## config.mk

```make
export PLATFORM = sky130hd
export DESIGN_NAME = mc_controller
export DESIGN_NICKNAME = d
export VERILOG_FILES = /design/src/rtl/mc_controller.sv
export SDC_FILE = /design/constraint.sdc
export NUM_CORES = 1
export LEC_CHECK = 0
export CORE_AREA = 4 4 59 72
export CTS_BUF_LIST = sky130_fd_sc_hd__clkbuf_8
export CTS_CLUSTER_SIZE = 28
export DETAILED_ROUTE_END_ITERATION = 7
export DIE_AREA = 0 0 63 76
export HOLD_SLACK_MARGIN = 0.03
export PLACE_DENSITY = 0.94
export RECOVER_POWER = 25
export SYNTH_ARGS = -nofsm -noshare
export SYNTH_HDL_FRONTEND = slang
export SYNTH_SLANG_ARGS = --single-unit
```

## constraint.sdc

```tcl
create_clock -name clk -period 5.7 [get_ports clk]
set_input_delay 0.855 -clock clk [delete_from_list [all_inputs] [get_ports clk]]
set_output_delay 0.855 -clock clk [all_outputs]
set_load 0.03 [all_outputs]
```

## src/rtl/mc_controller.sv

```systemverilog
// Multi-cycle MIPS control FSM: FETCH/DECODE/EXEC/MEM/WB with memory wait states.
// Optional perf counters behind `define MC_PERF_CNT_EN (outputs read 0 otherwise).
module mc_controller #(
  parameter int OP_W = 6,
  parameter int ST_W = 3
) (
  input  logic            clk,
  input  logic            reset,
  input  logic [OP_W-1:0] opcode,
  input  logic [OP_W-1:0] funct,
  input  logic            alu_zero,
  input  logic            mem_ready,
  output logic            pc_we,
  output logic            ir_we,
  output logic            rf_we,
  output logic            dm_we,
  output logic [2:0]      alu_op,
  output logic            alu_src_b,
  output logic [1:0]      ext_op,
  output logic [1:0]      reg_dst,
  output logic [1:0]      wd_sel,
  output logic [1:0]      npc_sel,
  output logic [ST_W-1:0] state,
  output logic            instr_done,
  output logic [31:0]     cycle_cnt,
  output logic [31:0]     instr_cnt
);

  typedef enum logic [ST_W-1:0] {
    S_FETCH  = ST_W'(0),
    S_DECODE = ST_W'(1),
    S_EXEC   = ST_W'(2),
    S_MEM    = ST_W'(3),
    S_WB     = ST_W'(4)
  } state_t;

  typedef enum logic [3:0] {
    C_NOP, C_ADDU, C_SUBU, C_ORI, C_LUI,
    C_LW, C_SW, C_BEQ, C_J, C_JAL, C_JR
  } cls_t;

  localparam logic [OP_W-1:0] OP_R   = OP_W'('h00);
  localparam logic [OP_W-1:0] OP_ORI = OP_W'('h0D);
  localparam logic [OP_W-1:0] OP_LUI = OP_W'('h0F);
  localparam logic [OP_W-1:0] OP_LW  = OP_W'('h23);
  localparam logic [OP_W-1:0] OP_SW  = OP_W'('h2B);
  localparam logic [OP_W-1:0] OP_BEQ = OP_W'('h04);
  localparam logic [OP_W-1:0] OP_J   = OP_W'('h02);
  localparam logic [OP_W-1:0] OP_JAL = OP_W'('h03);
  localparam logic [OP_W-1:0] F_ADDU = OP_W'('h21);
  localparam logic [OP_W-1:0] F_SUBU = OP_W'('h23);
  localparam logic [OP_W-1:0] F_JR   = OP_W'('h08);

  state_t state_q, state_d;
  cls_t   cls_q, cls_d, cls_dec;

  logic       pc_c, ir_c, rf_c, dm_c, done_c, srcb_c;
  logic [2:0] aop_c;
  logic [1:0] ext_c, rdst_c, wd_c, npc_c;

  always_comb begin
    cls_dec = C_NOP;
    case (opcode)
      OP_R: begin
        case (funct)
          F_ADDU:  cls_dec = C_ADDU;
          F_SUBU:  cls_dec = C_SUBU;
          F_JR:    cls_dec = C_JR;
          default: cls_dec = C_NOP;
        endcase
      end
      OP_ORI:  cls_dec = C_ORI;
      OP_LUI:  cls_dec = C_LUI;
      OP_LW:   cls_dec = C_LW;
      OP_SW:   cls_dec = C_SW;
      OP_BEQ:  cls_dec = C_BEQ;
      OP_J:    cls_dec = C_J;
      OP_JAL:  cls_dec = C_JAL;
      default: cls_dec = C_NOP;
    endcase
  end

  assign cls_d = (state_q == S_DECODE) ? cls_dec : cls_q;

  always_ff @(posedge clk or negedge reset) begin
    if (!reset) begin
      state_q <= S_FETCH;
      cls_q   <= C_NOP;
    end else begin
      state_q <= state_d;
      cls_q   <= cls_d;
    end
  end

  always_comb begin
    state_d = S_FETCH;
    pc_c    = 1'b0;
    ir_c    = 1'b0;
    rf_c    = 1'b0;
    dm_c    = 1'b0;
    done_c  = 1'b0;
    aop_c   = 3'd0;
    srcb_c  = 1'b0;
    ext_c   = 2'd0;
    rdst_c  = 2'd0;
    wd_c    = 2'd0;
    npc_c   = 2'd0;
    // ALU/EXT selects stay stable from EXEC through MEM and WB
    if (state_q == S_EXEC || state_q == S_MEM || state_q == S_WB) begin
      case (cls_q)
        C_SUBU, C_BEQ: aop_c = 3'd1;
        C_ORI: begin
          aop_c  = 3'd2;
          srcb_c = 1'b1;
        end
        C_LUI: begin
          aop_c  = 3'd3;
          srcb_c = 1'b1;
        end
        C_LW, C_SW: begin
          srcb_c = 1'b1;
          ext_c  = 2'd1;
        end
        default: aop_c = 3'd0;
      endcase
    end
    case (state_q)
      S_FETCH: begin
        pc_c    = mem_ready;
        ir_c    = mem_ready;
        state_d = mem_ready ? S_DECODE : S_FETCH;
      end
      S_DECODE: begin
        done_c  = (cls_dec == C_NOP);
        state_d = (cls_dec == C_NOP) ? S_FETCH : S_EXEC;
      end
      S_EXEC: begin
        case (cls_q)
          C_ADDU, C_SUBU, C_ORI, C_LUI: state_d = S_WB;
          C_LW, C_SW: state_d = S_MEM;
          C_BEQ: begin
            npc_c  = 2'd1;
            pc_c   = alu_zero;
            done_c = 1'b1;
          end
          C_J, C_JAL: begin
            npc_c  = 2'd2;
            pc_c   = 1'b1;
            done_c = 1'b1;
            if (cls_q == C_JAL) begin
              rf_c   = 1'b1;
              rdst_c = 2'd2;
              wd_c   = 2'd2;
            end
          end
          C_JR: begin
            npc_c  = 2'd3;
            pc_c   = 1'b1;
            done_c = 1'b1;
          end
          default: state_d = S_FETCH;
        endcase
      end
      S_MEM: begin
        if (cls_q == C_SW) begin
          dm_c    = 1'b1;
          done_c  = mem_ready;
          state_d = mem_ready ? S_FETCH : S_MEM;
        end else if (cls_q == C_LW) begin
          state_d = mem_ready ? S_WB : S_MEM;
        end
      end
      S_WB: begin
        rf_c   = 1'b1;
        done_c = 1'b1;
        rdst_c = (cls_q == C_ADDU || cls_q == C_SUBU) ? 2'd1 : 2'd0;
        wd_c   = (cls_q == C_LW) ? 2'd1 : 2'd0;
      end
      default: state_d = S_FETCH;
    endcase
  end

  // Reset overrides every strobe and select combinationally
  always_comb begin
    pc_we      = reset & pc_c;
    ir_we      = reset & ir_c;
    rf_we      = reset & rf_c;
    dm_we      = reset & dm_c;
    instr_done = reset & done_c;
    alu_op     = reset ? aop_c  : 3'd0;
    alu_src_b  = reset & srcb_c;
    ext_op     = reset ? ext_c  : 2'd0;
    reg_dst    = reset ? rdst_c : 2'd0;
    wd_sel     = reset ? wd_c   : 2'd0;
    npc_sel    = reset ? npc_c  : 2'd0;
  end

  assign state = state_q;

`ifdef MC_PERF_CNT_EN
  logic [31:0] cyc_q, ins_q;

  always_ff @(posedge clk or negedge reset) begin
    if (!reset) begin
      cyc_q <= '0;
      ins_q <= '0;
    end else begin
      cyc_q <= cyc_q + 32'd1;
      if (instr_done) ins_q <= ins_q + 32'd1;
    end
  end

  assign cycle_cnt = cyc_q;
  assign instr_cnt = ins_q;
`else
  assign cycle_cnt = 32'd0;
  assign instr_cnt = 32'd0;
`endif

endmodule

```

Word-level counts from Yosys, hierarchy flattened
Index checks and enable logic that the tools add are counted.
{"block": "word_totals", "ff_bits": 7, "latch_bits": 0, "ramBits": 0, "rom_bits": 0, "inputBits": 16, "output_inout_bits": 84, "wordCells": 85, "n_memories": 0}
{"block": "classes", "n_addsub": 0, "n_mul": 0, "div_mod_pow": 0, "magnitude_cmp": 0, "eq_ne": 24, "n_shift": 0, "mux": 40, "bitwise_logic": 6, "n_reduce_logical": 13}
{"op": "one-hot mux 4 bit (8 select lines)", "count": 1}
{"op": "equality test 6 bit (second input constant)", "count": 4}
{"op": "two-way mux 2 bit", "count": 10}
{"op": "equality test 6 x 4 -> 1 bit (second input constant)", "count": 3}
{"op": "equality test 4 x 3 -> 1 bit (second input constant)", "count": 4}
{"op": "two-way mux 1 bit", "count": 14}
{"op": "equality test 4 bit (second input constant)", "count": 3}
{"op": "equality test 6 x 2 -> 1 bit (second input constant)", "count": 2}
{"op": "two-way mux 3 bit", "count": 4}
{"op": "one-hot mux 2 bit (3 select lines)", "count": 2}
{"op": "one-hot mux 3 bit (4 select lines)", "count": 1}
{"op": "one-hot mux 4 bit (3 select lines)", "count": 1}
{"op": "OR reduction 4 bit", "count": 3}
{"op": "equality test 4 x 2 -> 1 bit (second input constant)", "count": 2}
{"op": "one-hot mux 2 bit (2 select lines)", "count": 2}
{"op": "bitwise AND 1 bit", "count": 6}
{"op": "equality test 3 x 2 -> 1 bit (second input constant)", "count": 2}
{"op": "equality test 6 x 3 -> 1 bit (second input constant)", "count": 1}
{"op": "zero test 6 bit", "count": 1}
{"op": "one-hot mux 1 bit (2 select lines)", "count": 3}
{"op": "one-hot mux 3 bit (2 select lines)", "count": 1}
{"op": "OR reduction 2 bit", "count": 3}
{"op": "equality test 4 x 1 -> 1 bit (second input constant)", "count": 1}
{"op": "zero test 4 bit", "count": 1}
{"op": "6 further kinds", "count": 8}

Longest topological paths before layout
Gate-level depths: netlist of the first run.
{"block": "depth", "ltp_word": 6, "mapped_depth": 6, "depth_no_buf": 5}

Least setup slack after synthesis of the first run
OpenSTA, ideal clock, no wires.
{"block": "synth_timing", "path_kind": "reg-to-output", "start": "register cls_q[2]", "end": "output pc_we", "t_arrival_ns": 2.536, "t_required_ns": 4.845, "setup_slack_ns": 2.309, "path_stages_with_launch": 6, "n_path_buf": 1, "cell_sequence": "dfrtp_1 > clkbuf_1 > nand2b_1 > nor2_1 > a21oi_1 > a2111oi_0"}
{"block": "synth_via", "elab_chain_cells": 5, "word_cells_on_any_way": 8, "cone_classes": "eq/ne: 4; mux: 2; bitwise: 1; reduce/logical: 1"}
{"element": "start, declared", "line": "55", "text": "cls_t cls_q, cls_d, cls_dec;"}
{"element": "start signal, assigned", "line": "91", "text": "cls_q <= cls_d;"}
{"element": "equality test 4 bit", "line": "138", "text": "case (cls_q)"}
{"element": "OR reduction 3 bit (no line)"}
{"element": "one-hot mux 1 bit (2 select lines) (*)", "line": "138"}
{"element": "one-hot mux 1 bit (2 select lines) (*)", "line": "127", "text": "case (state_q)"}
{"element": "bitwise AND 1 bit (*)", "line": "185", "text": "pc_we = reset & pc_c;"}
{"element": "end, declared", "line": "13", "text": "output logic pc_we,"}
Mark *: on every way between the ends. The rest lies on a longest branch, timed or not.

Final worst setup path of the first run
{"block": "layout_timing", "start": "input opcode[3]", "end": "output instr_done"}
{"block": "layout_via", "elab_chain_cells": 5, "word_cells_on_any_way": 12, "cone_classes": "eq/ne: 7; mux: 2; bitwise: 1; reduce/logical: 2"}
{"element": "start, declared", "line": "9", "text": "input logic [OP_W-1:0] opcode,"}
{"element": "equality test 6 x 2 -> 1 bit, or another cell as far along", "line": "63", "text": "case (opcode)"}
{"element": "one-hot mux 4 bit (8 select lines) (*)", "line": "63"}
{"element": "zero test 4 bit (*)", "line": "134", "text": "done_c = (cls_dec == C_NOP);"}
{"element": "one-hot mux 1 bit (4 select lines) (*)", "line": "127"}
{"element": "bitwise AND 1 bit (*)", "line": "189", "text": "instr_done = reset & done_c;"}
{"element": "end, declared", "line": "24", "text": "output logic instr_done,"}
Marks and branches as above.

==> flow_summary.json, run 1 <==
{
  "async_reset_ff_share_pct": 100.0,
  "hpwlAfterDp_um": 2169,
  "grt_pass1_vias": 911,
  "crit_fanout": 6,
  "cts.sinks": 7,
  "ys_ff_latch": 7,
  "wire_per_inst_um": 10.11,
  "fin_util_pct": 39.50,
  "vias_per_cell": 4.459,
  "h-tree-depth": 1,
  "synth_top_area_cell": "buf_4",
  "post-route-drc-count": 0,
  "p_leak_nw": 0.6251,
  "dieArea_mm2": 0.004788,
  "dr.pass1.iters": 4,
  "syn_area_mm2": 0.001275,
  "placed_area_mm2": 0.001366,
  "finish.instance_area_mm2": 0.001411,
  "hold-path-endpoint": "state[2]",
  "peakVddDrop_mv": 0.06086,
  "maxSlewViolCount": 0,
  "drt_iter0_drc": 31,
  "antenna_found_initial": 0,
  "numPortBuffers": 33,
  "place_congestion": 0.8552,
  "holdBufCountCts": 0,
  "period_minus_slack_ps": 4094,
  "power_mw": 0.2405,
  "cts_tree": "yes",
  "ys_warn_count": 0,
  "nets": 222,
  "clkLatencyLatePin_ps": 220,
  "ctsResizeCount": 0,
  "drive_above_1_share_pct": 5.366,
  "r2r_setup_slack_ps": 4370,
  "worst_r2r_path_depth": 4,
  "outcome": "finished clean",
  "synth.distinct_cells": 39,
  "final_antenna_net_count": 0,
  "initial_core_util_pct": 35.68,
  "synth-edff-count": 0,
  "grt_max_degree": 14,
  "cts.path.max_buffers": 2,
  "synth-main-ff-cell": "dfrtp_1",
  "worstReg2RegStart": "cls_q[2]",
  "syn_inst": 175,
  "hold_viol": 0,
  "clkSlewWorstSetupHoldPaths_ps": 40,
  "core_region_area_mm2": 0.003573,
  "rows": 24,
  "maxCapViolCount": 0,
  "ioPinCount": 100,
  "totalWireLength_um": 2467,
  "grt_setup_unrepaired": "false",
  "power_density_mw_per_mm2": 170.4,
  "postCtsSetupRepairBufs": 0,
  "die_x_um": 63,
  "seq_area_frac_synth_pct": 13.74,
  "fin_skew_ps": 0.6792,
  "area_growth_pct": 10.70,
  "netlist.area_leader.share_pct": 39.45,
  "n_antenna_cell": 0,
  "die_h_um": 76,
  "timing.setup.tns_ps": 0,
  "mostFrequentLayoutCell": "conb_1",
  "whs_path_depth": 1,
  "setup_viol": 0,
  "hold_path_class": "flip-flop to flip-flop",
  "end_kind": "primary output",
  "r2r-end": "state[2]",
  "cp.required_ps": 4850,
  "final_cell_mix": "66 x conb_1, 31 x clkdlybuf4s50_1, 14 x nand2_1",
  "final.period_utilization_pct": 71.83,
  "numCtsBuffers": 3,
  "grt_overflow": 0,
  "root_buffer": "clkbuf_8",
  "arrival_ps": 3240,
  "path_class": "input port to primary output",
  "vias": 1088,
  "grt_first_pass_wirelength_um": 3829,
  "synthTopCellsByArea": "buf_4 39%, dfrtp_1 14%, o21ai_0 4.3%",
  "holdCritStartpoint": "cls_q[3]",
  "groute.usage.overall_pct": 9.582,
  "fmax_mhz": 244.2,
  "synth_area_per_cell_um2": 7.286,
  "start_kind": "input port"
}
## per-stage QoR
step                      cells  setup slack, ps  hold slack, ps
after floorplan             240             2309           520.0
final                       244             1606           601.8
after global placement      240             1611           573.2
after CTS                   244             1600           602.5
after detailed placement    240             1601           600.9
after global routing        244             1471           643.1
## worst max-delay path, stage by stage
cell	delay (ps)
clkdlybuf4s50_1	500
nor4_1	460
nand2_1	130
o221a_1	290
and4_4	190
a41o_1	220
clkdlybuf4s50_1	590
## power by group
group	total, mW	internal (mW)	switching [mW]
clock network	0.0658	0.0463	0.0195
registers	0.0607	0.0530	0.00773
logic	0.114	0.0271	0.0869
total	0.241	0.126	0.114
## per-layer routing
metal	vias up	GRT usage [%]	wire length, um
met1	484	9.451	851
met4	0	5.960	58
li1	527	-	-
met3	5	1.327	280
met2	72	18.27	1277
met5	-	0	0
## sequential cells by signal, summed over array words and instances, names as in the netlist
register and flops:
cls_q 4, state 3
## layout make-up
class                   count  area [um^2]
clock buffers               3        41.29
clock inverters             1        3.754
fillers                   384         2162
inverters                   4        15.01
multi-input cells         157        797.0
flip-flops and latches      7        175.2
well taps                  39        48.80
repair buffers             33        330.3
## cells by family after synthesis
family                 synth area share, %
AO/OA/AOI/OAI                        14.43
flip-flops                           13.74
multiplexers                         2.551
XOR/XNOR                             1.374
other                               0.2941
buffers and inverters                42.88
AND/OR/NAND/NOR                      24.73
## cell usage after synthesis (2+ instances only)
library cell / n
buf_4: 67
nand2_1: 14
nor2_1: 11
o21ai_0: 11
dfrtp_1: 7
nor4_1: 7
a21oi_1: 6
nand2b_1: 6
nor3_1: 5
inv_1: 4
clkbuf_1: 3
nand3b_1: 3
nor2b_1: 3
and2b_2: 2
mux2_2: 2
## how the worst max path moves through the flow
| stage | depth (start not counted) | slack, ps | startpoint | end |
|---|---|---|---|---|
| floorplan | 5 | 2310 | cls_q[2] | pc_we |
| global placement | 7 | 1610 | funct[3] | instr_done |
| detailed placement | 7 | 1600 | funct[3] | instr_done |
| CTS | 7 | 1600 | funct[3] | instr_done |
| global route | 7 | 1470 | opcode[3] | instr_done |
| finish | 7 | 1610 | opcode[3] | instr_done |
(Power assumes the default switching activity.)
==> run 2: changes to the inputs <==
--- a/config.mk
+++ b/config.mk
@@ -5,13 +5,13 @@
 export SDC_FILE = /design/constraint.sdc
 export NUM_CORES = 1
 export LEC_CHECK = 0
-export CORE_AREA = 4 4 59 72
+export CORE_AREA = 4 4 61 75
 export CTS_BUF_LIST = sky130_fd_sc_hd__clkbuf_8
 export CTS_CLUSTER_SIZE = 28
 export DETAILED_ROUTE_END_ITERATION = 7
-export DIE_AREA = 0 0 63 76
+export DIE_AREA = 0 0 65 79
 export HOLD_SLACK_MARGIN = 0.03
-export PLACE_DENSITY = 0.94
+export PLACE_DENSITY = 0.88
 export RECOVER_POWER = 25
 export SYNTH_ARGS = -nofsm -noshare
 export SYNTH_HDL_FRONTEND = slang
==> constraint.sdc (replaced) <==
create_clock -name clk -period 4 [get_ports clk]
set_input_delay 0.6 -clock clk [delete_from_list [all_inputs] [get_ports clk]]
set_output_delay 0.6 -clock clk [all_outputs]
set_load 0.03 [all_outputs]
==> flow_summary.json, run 2 (synthesized netlist as in run 1, its figures left out) <==
{
  "outcome": "finished clean",
  "drt_iter0_drc": 57,
  "setup_viol": 0,
  "wire_per_inst_um": 9.831,
  "p_leak_nw": 0.6263,
  "pwr-share-seq_pct": 25.1,
  "arrival_ps": 3010,
  "path_class": "input port to primary output",
  "ff_latch_area_um2": 175.2,
  "cts_tree": "yes",
  "cp.required_ps": 3400,
  "vias_per_cell": 4.162,
  "p_clk_share_pct": 27.7,
  "postCtsSetupRepairBufs": 0,
  "p_comb_share_pct": 47.1,
  "place_congestion": 0.8804,
  "numCtsBuffers": 3,
  "ctsResizeCount": 0,
  "clkSlewWorstSetupHoldPaths_ps": 40,
  "rows": 25,
  "mostFrequentLayoutCell": "conb_1",
  "hold_viol": 0,
  "final.period_utilization_pct": 90.27,
  "groute.usage.overall_pct": 9.163,
  "grt_first_pass_wirelength_um": 3870,
  "fin_skew_ps": 0.3730,
  "drive_above_1_share_pct": 5.340,
  "maxCapViolCount": 0,
  "nFillCells": 421,
  "fmax_mhz": 277.0,
  "power_density_mw_per_mm2": 240.9,
  "fin_cells": 260,
  "initial_core_util_pct": 33.14,
  "ioPinCount": 100,
  "grt_pass1_vias": 923,
  "grt_setup_unrepaired": "false",
  "dp_cells": 256,
  "power.switching_mw": 0.1649,
  "multi_input_area_um2": 797.0,
  "post-route-drc-count": 0,
  "vias": 1082,
  "maxSlewViolCount": 0,
  "clkLatencyLatePin_ps": 220,
  "peakVddDrop_mv": 0.08777,
  "internal_power_mw": 0.1805,
  "final_antenna_net_count": 0,
  "cts.sinks": 7,
  "dr.pass1.iters": 4,
  "hpwlAfterDp_um": 2209,
  "end_kind": "primary output",
  "root_buffer": "clkbuf_8",
  "dieArea_mm2": 0.005135,
  "die_x_um": 65,
  "antenna_found_initial": 0,
  "largest_reg_flops": 4,
  "hold_path_class": "flip-flop to flip-flop",
  "final_cell_mix": "66 x conb_1, 31 x clkdlybuf4s50_1, 14 x nand2_1",
  "area_growth_pct": 12.46,
  "grt_overflow": 0,
  "period_minus_slack_ps": 3611,
  "nets": 223,
  "numPortBuffers": 33,
  "crit_fanout": 6,
  "n_antenna_cell": 0,
  "core_region_area_mm2": 0.003847,
  "cts.path.max_buffers": 2,
  "grt_max_degree": 14,
  "start_kind": "input port",
  "holdBufCountCts": 0,
  "p_sw_share_pct": 47.74,
  "totalWireLength_um": 2556,
  "h-tree-depth": 1,
  "die_h_um": 79,
  "regMostFlops": "cls_q",
  "timing.setup.tns_ps": 0
}
## run 2: cell types whose count changed in the layout (fill, tap and decap cells not counted)
| cell | before | now |
|---|---|---|
| clkbuf_1 | 0 | 1 |
## run 2: area by class of cell
class / instances / area share, %
Timing Repair Buffer: 34 / 23.30
Inverter: 4 / 1.047
Sequential cell: 7 / 12.22
Clock inverter: 1 / 0.2618
Tap cell: 54 / 4.712
Clock buffer: 3 / 2.880
Multi-Input combinational cell: 157 / 55.58
## run 2: stage by stage
stage | worst slack (ps) | hold slack (ps) | area, um^2 | utilization (%) | total power [mW]
4_1_cts | 399.8 | 590.4 | 1438 | 37.37 | 0.3476
3_5_place_dp | 399.7 | 585.4 | 1393 | 36.20 | 0.2496
2_1_floorplan | 864.2 | 304.4 | 1519 | - | 0.2637
5_1_grt | 306.2 | 632.2 | 1434 | 37.27 | 0.3665
3_3_place_gp | 418.5 | 581.9 | 1393 | 36.20 | 0.2481
6_report | 389.3 | 602.5 | 1434 | 37.27 | 0.3455
## run 2: worst paths after layout
| kind | cells after the start | slack, ps | from | endpoint |
|---|---|---|---|---|
| worst max-delay path | 7 | 390 | opcode[3] | instr_done |
| max in group asynchronous | 2 | 2790 | reset | cls_q[2] |
| worst min register to register | 1 | 600 | cls_q[3] | state[2] |
| min in group asynchronous | 2 | 930 | reset | state[1] |
| worst max register to register | 4 | 2690 | cls_q[1] | state[2] |
| worst min-delay path | 1 | 600 | cls_q[3] | state[2] |
## run 2: power by group through the flow
| stage | Sequential (mW) | Combinational [mW] | Clock, mW |
|---|---|---|---|
| finish | 0.0868 | 0.163 | 0.0958 |
| global route | 0.0883 | 0.175 | 0.103 |
| CTS | 0.0867 | 0.162 | 0.0986 |
| detailed placement | 0.0875 | 0.162 | 0 |
| global placement | 0.0873 | 0.161 | 0 |
| floorplan | 0.0831 | 0.181 | 0 |
## run 2: metal layers
layer / track usage [%] / vias to the layer above / wire, um / part of all wire (%)
met1: 10.09 / 479 / 937 / 37
met4: 5.074 / 0 / 38 / 1.5
met2: 17.30 / 67 / 1298 / 51
met5: 0 / - / 0 / 0
li1: - / 532 / - / -
met3: 0.2829 / 4 / 281 / 11
## run 2: worst max-delay path: stages
cell             delay (ps)
clkdlybuf4s50_1         500
nor4_1                  470
nand2_1                 130
o221a_1                 300
and4_4                  200
a41o_1                  230
clkdlybuf4s50_1         590
